===== config.mk =====
export PLATFORM = sky130hd
export DESIGN_NAME = mux_rr_sched_flat
export DESIGN_NICKNAME = d
export VERILOG_FILES = /design/src/rtl/mux_rr_sched_if.sv /design/src/rtl/mux_rr_sched.sv /design/src/flat_wrapper.sv
export SDC_FILE = /design/constraint.sdc
export NUM_CORES = 1
export LEC_CHECK = 0
export CORE_ASPECT_RATIO = 0.8
export CORE_MARGIN = 2
export CORE_UTILIZATION = 35
export DETAILED_ROUTE_END_ITERATION = 6
export PLACE_DENSITY_LB_ADDON = 0.05
export SYNTH_ARGS = -nofsm -noshare
export SYNTH_HDL_FRONTEND = slang
export SYNTH_SLANG_ARGS = --single-unit

===== constraint.sdc =====
create_clock -name clk -period 4.88 [get_ports clk]
set_input_delay 0.488 -clock clk [delete_from_list [all_inputs] [get_ports clk]]
set_output_delay 0.488 -clock clk [all_outputs]
set_load 0.05 [all_outputs]

===== src/rtl/mux_rr_sched_if.sv =====
// Bundle of request, mux-control and word-delivery signals of the round-robin mux scheduler.
// master = scheduler side, slave = request sources, mux datapath and word consumer.
interface mux_rr_sched_if #(
  parameter int N_CH  = 16,
  parameter int LEN_W = 4
);
  logic [N_CH-1:0]  req;
  logic [LEN_W-1:0] burst_len;
  logic [3:0]       mux_sel;
  logic             mux_en;
  logic             mux_out;
  logic [N_CH-1:0]  grant;
  logic             busy;
  logic             word_valid;
  logic             word_ready;
  logic [15:0]      word_data;
  logic [3:0]       word_ch;

  modport master (
    input  req, burst_len, mux_out, word_ready,
    output mux_sel, mux_en, grant, busy, word_valid, word_data, word_ch
  );

  modport slave (
    output req, burst_len, mux_out, word_ready,
    input  mux_sel, mux_en, grant, busy, word_valid, word_data, word_ch
  );
endinterface


===== src/rtl/mux_rr_sched.sv =====
// Round-robin scheduler driving an external 16:1 enabled bit-mux; shifts a burst of
// mux samples into a 16-bit word and delivers it over a valid/ready handshake.
module mux_rr_sched #(
  parameter int N_CH  = 16,
  parameter int LEN_W = 4
) (
  input  logic                clk,
  input  logic                rst,
  mux_rr_sched_if.master      bus,
  output logic [1:0]          dbg_state
);
  // Handshake: word_valid stays high with word_data/word_ch stable until an edge
  // sees word_ready=1; ready while valid is low is ignored.
  typedef enum logic [1:0] {IDLE = 2'd0, SAMPLE = 2'd1, DELIVER = 2'd2} state_e;

  state_e           state_q, state_d;
  logic [3:0]       last_q, last_d;
  logic [3:0]       ch_q, ch_d;
  logic [LEN_W-1:0] cnt_q, cnt_d;
  logic [LEN_W:0]   len_q, len_d;
  logic [15:0]      word_q, word_d;

  logic [3:0] pick_ch;
  logic       pick_hit;
  logic [3:0] idx;

  // First requester scanning last+1, last+2, ... with wrap.
  always_comb begin
    pick_ch  = '0;
    pick_hit = 1'b0;
    idx      = '0;
    for (int i = 1; i <= N_CH; i++) begin
      idx = last_q + 4'(i);
      if (!pick_hit && bus.req[idx]) begin
        pick_hit = 1'b1;
        pick_ch  = idx;
      end
    end
  end

  always_comb begin
    state_d = state_q;
    last_d  = last_q;
    ch_d    = ch_q;
    cnt_d   = cnt_q;
    len_d   = len_q;
    word_d  = word_q;
    case (state_q)
      IDLE: begin
        if (pick_hit) begin
          ch_d    = pick_ch;
          cnt_d   = '0;
          len_d   = (bus.burst_len == '0) ? (LEN_W+1)'(1 << LEN_W)
                                          : {1'b0, bus.burst_len};
          word_d  = '0;
          state_d = SAMPLE;
        end
      end
      SAMPLE: begin
        word_d[cnt_q] = bus.mux_out;
        cnt_d         = cnt_q + LEN_W'(1);
        if ({1'b0, cnt_q} == len_q - (LEN_W+1)'(1)) state_d = DELIVER;
      end
      DELIVER: begin
        if (bus.word_ready) begin
          last_d  = ch_q;
          state_d = IDLE;
        end
      end
      default: state_d = IDLE;
    endcase
  end

  always_ff @(posedge clk) begin
    if (rst) begin
      state_q <= IDLE;
      last_q  <= 4'd15;
      ch_q    <= '0;
      cnt_q   <= '0;
      len_q   <= '0;
      word_q  <= '0;
    end else begin
      state_q <= state_d;
      last_q  <= last_d;
      ch_q    <= ch_d;
      cnt_q   <= cnt_d;
      len_q   <= len_d;
      word_q  <= word_d;
    end
  end

  // ch_q holds the last granted channel through IDLE, so mux_sel never glitches to 0.
  assign bus.mux_sel    = ch_q;
  assign bus.mux_en     = (state_q == SAMPLE);
  assign bus.grant      = (state_q != IDLE) ? (N_CH'(1) << ch_q) : '0;
  assign bus.busy       = (state_q != IDLE);
  assign bus.word_valid = (state_q == DELIVER);
  assign bus.word_data  = word_q;
  assign bus.word_ch    = ch_q;
  assign dbg_state      = state_q;
endmodule


===== src/flat_wrapper.sv =====
// flat-port wrapper written by rule: the top's interface ports become plain ports
module mux_rr_sched_flat 
#(
  parameter int N_CH  = 16,
  parameter int LEN_W = 4
)
  (clk, rst, dbg_state, bus_req, bus_burst_len, bus_mux_out, bus_word_ready, bus_mux_sel, bus_mux_en, bus_grant, bus_busy, bus_word_valid, bus_word_data, bus_word_ch);
  mux_rr_sched_if #(.N_CH(N_CH), .LEN_W(LEN_W)) bus_i ();
  input  logic clk;
  input  logic rst;
  output logic [1:0] dbg_state;
  input wire logic [$bits(bus_i.req)-1:0] bus_req;
  input wire logic [$bits(bus_i.burst_len)-1:0] bus_burst_len;
  input wire logic [$bits(bus_i.mux_out)-1:0] bus_mux_out;
  input wire logic [$bits(bus_i.word_ready)-1:0] bus_word_ready;
  output wire logic [$bits(bus_i.mux_sel)-1:0] bus_mux_sel;
  output wire logic [$bits(bus_i.mux_en)-1:0] bus_mux_en;
  output wire logic [$bits(bus_i.grant)-1:0] bus_grant;
  output wire logic [$bits(bus_i.busy)-1:0] bus_busy;
  output wire logic [$bits(bus_i.word_valid)-1:0] bus_word_valid;
  output wire logic [$bits(bus_i.word_data)-1:0] bus_word_data;
  output wire logic [$bits(bus_i.word_ch)-1:0] bus_word_ch;
  assign bus_i.req = bus_req;
  assign bus_i.burst_len = bus_burst_len;
  assign bus_i.mux_out = bus_mux_out;
  assign bus_i.word_ready = bus_word_ready;
  assign bus_mux_sel = bus_i.mux_sel;
  assign bus_mux_en = bus_i.mux_en;
  assign bus_grant = bus_i.grant;
  assign bus_busy = bus_i.busy;
  assign bus_word_valid = bus_i.word_valid;
  assign bus_word_data = bus_i.word_data;
  assign bus_word_ch = bus_i.word_ch;
  mux_rr_sched #(.N_CH(N_CH), .LEN_W(LEN_W)) u_core (.clk(clk), .rst(rst), .bus(bus_i), .dbg_state(dbg_state));
endmodule

==> run metrics <==
status=completed; DRC viols=0; Hold WS=0.4796 ns; Clock Tree Root=clkbuf_16; Hold Buf Count CTS=0; mapped cell area=4350 um2; adder-cell share of the synthesized area=3.739%; largest stage delay on the critical path=between 0.8 and 0.9 ns; Core ar.=~12000 um2; Crit-path slowest cell=ha_1; Layout Skew=around 0.0027 ns; vias in the first global route=about 4000; PnR Total Power=0.0009104 W; io pins=69; htree depth=2; fin cells=roughly 700; area delta synth->final=20.77%; Critical Path Start Type=register; final hold vios=0; HPWL Detailed=10840 um; layout cell share with drive strength beyond 1=14.70%; total global-route track usage=21.45%; EDFF count, synth=0; Clock transition at path regs=approximately 0.050 ns; clock tree buffer depth=2; detailed-router iteration count before antenna repair=5; RSZ-0062 raised after global routing=no; Syn Nets=about 540; relative slew slack=a little over two fifths; dpl cells=between 600 and 700; starting density of the core=between 30% and 40%; gp weighted congestion=0.9148; worst skew pair latency=0.28 ns; ys async rst share=0%; mux cell area share after synthesis=28.76%; Leak=1.904 nW; critical path required time=5.08 ns; Tmin final=between 4 and 5 ns; postcts setup bufs=0; TNS Setup=0 ns; Post-Synth XOR/XNOR Area=around 3.8%; #FFs+latches synth=35; Gate Count Post-Synth=500; critical path peak fanout=30; fmax=roughly 0.24 GHz; FILL cells=~1200; Slew @ Worst Pin=roughly 0.84 ns; antenna viol nets, final=0; initial antenna violation count=0; first-pass GRT wire length=between 20000 and 25000 um; Final Max Tran Viols=0; Die Y=just over 100 um; First DRT Iteration DRCs=between 400 and 500; die footprint=13340 um2; CTS sink count=35; most common flop cell mapped by yosys=dfxtp_1; CP Cell Sequence=inv_1 -> ha_1 -> mux4_2 -> mux2_2 -> a2111oi_4 -> nand4_4 -> nor3_4 -> a31o_4 -> a31oi_1 -> a221oi_2; crit path DAT=~4.4 ns; Simple-Gate Fraction of Synth Area=roughly a fifth; Seq/Total Area, Yosys=between 10% and 20%; Die Wd=between 100 and 150 um; vias per inst=6.192; largest net degree at the start of global routing=32; maxcap violations=0; CTS Buf Count=5; peak supply drop=between 100 and 150 uV; global route overflow=0; Setup CP Type=register to register; endpoint class of the critical path=register; largest family of logic cells by synthesized area=multiplexers; Final period util=a little under nine tenths; final net count=slightly below 600; TritonCTS clock tree=built; PortBufs=68; Mapped Avg Cell Area=just under 9 um2; Std-Cell Rows=36; # diodes=0; via count=around 4400; Hold Path Class=register to register; Ys Warns=0; pwr dens=~170 nW/um2; final wirelength=between 10000 and 15000 um; Avg WL per Cell=between 20 and 25 um; post-synthesis compound-gate area fraction=~20%; setup violators final=0; PostCTS Resize Cnt=0; Synth cell types=70; final core occ=43.20%
==> critical path, delay by kind of cell (launching register included) <==
kind	cells	cell delay, ns
flip-flops	1	0.33
multiplexers	2	0.79
buffers and inverters	1	0.14
adder cells (fa/ha/maj)	1	0.88
AND/OR/NAND/NOR	2	0.52
AO/OA/AOI/OAI	4	1.44
==> Yosys cell counts (all sizes together), types with 2 or more instances <==
master   instances  area (um2)
a32oi            2       17.52
mux2i           35       350.3
a31o             2       26.28
dfxtp           35       700.7
nor4             4       31.28
o311ai           6       52.55
and3             8       50.05
nor2            51       191.4
xor2             5       43.79
o211ai          16       120.1
xnor2           14       122.6
inv             18       67.56
or3              3       18.77
mux2            18       202.7
nand3b           4       30.03
nand4b           2       23.77
a21boi           5       37.54
o221ai           3       26.28
or2              2       12.51
ha              13       162.7
a2111oi          8       115.1
o21ai           18       90.09
nand2           40       150.1
clkbuf          14       52.55
o211a            4       40.04
a21oi           28       140.1
a32o             2       20.02
nor3            14       91.34
nand4           16       115.1
mux4            31       698.2
a211oi           2       15.01
buf             20       138.9
a22oi            2       15.01
a211o            2       17.52
o32ai            2       17.52
nand2b           7       43.79
nand3           16       80.08
nor2b            5       31.28
a31oi            7       43.79
==> layer usage <==
metal | vias to the layer above | wire length, um | GRT usage, %
met1 | 2114 | 6857 | 33.56
met5 | - | 0 | 0
li1 | 2032 | - | -
met4 | 0 | 95 | 3.106
met2 | 196 | 5900 | 30.31
met3 | 11 | 1267 | 4.855
==> through the flow <==
stage,cell area [um2],setup slack [ns]
after detailed placement,5097,0.7539
after global placement,5097,0.7875
final,5254,0.6917
after CTS,5254,0.7368
after floorplan,4350,0.7269
after global routing,5254,0.4120
==> flip-flops by register name, summed over array words and instances, names as in the netlist <==
signal                cells
u_core.dbg_state          2
u_core.bus.word_data     16
u_core.last_q             4
u_core.cnt_q              4
u_core.len_q              5
u_core.bus.mux_sel        4
==> placed cells by master, fill, tap and decap left out, types with 11 or more instances in the layout <==
| cell type | instances |
|---|---|
| clkdlybuf4s50_1 | 68 |
| nor2_1 | 51 |
| nand2_1 | 40 |
| mux2i_1 | 35 |
| dfxtp_1 | 35 |
| mux4_2 | 31 |
| a21oi_1 | 28 |
| mux2_2 | 18 |
| inv_1 | 17 |
| nand3_1 | 16 |
| o21ai_0 | 16 |
| o211ai_1 | 16 |
| nand4_1 | 15 |
| xnor2_1 | 14 |
| ha_1 | 13 |
| nor3_1 | 11 |
==> cell families (layout without fill, tap and decap cells) <==
family                   Yosys count  in the layout
AND/OR/NAND/NOR                  178            178
AO/OA/AOI/OAI                    119            119
multiplexers                      84             84
buffers and inverters             52            103
flip-flops                        35             35
XOR/XNOR                          19             19
adder cells (fa/ha/maj)           13             13
==> cell type report <==
| cell class | instances | area, um2 | area share [%] |
|---|---|---|---|
| tap | 152 | 190.2 | 3.620 |
| timing repair buffer | 77 | 748.2 | 14.24 |
| clock buffer | 8 | 156.4 | 2.977 |
| multi-input combinational | 413 | 3391 | 64.54 |
| sequential | 35 | 700.7 | 13.34 |
| inverter | 18 | 67.56 | 1.286 |
==> where the power goes <==
part | switching [W] | total [W] | internal (W) | leakage, nW
Sequential | 0.0000110 | 0.000304 | 0.000293 | 0.285
Clock | 0.000119 | 0.000336 | 0.000217 | 0.0772
Combinational | 0.000163 | 0.000270 | 0.000107 | 1.54
==> worst paths after layout <==
| path | from | endpoint | slack (ns) | depth (start not counted) |
|---|---|---|---|---|
| max | u_core.last_q[1] | u_core.bus.mux_sel[0] | 0.69 | 10 |
| min | u_core.bus.word_data[12] | u_core.bus.word_data[12] | 0.48 | 2 |
| max reg2reg | u_core.last_q[1] | u_core.bus.mux_sel[0] | 0.69 | 10 |
| min reg2reg | u_core.bus.word_data[12] | u_core.bus.word_data[12] | 0.48 | 2 |
(Power assumes the default switching activity.)
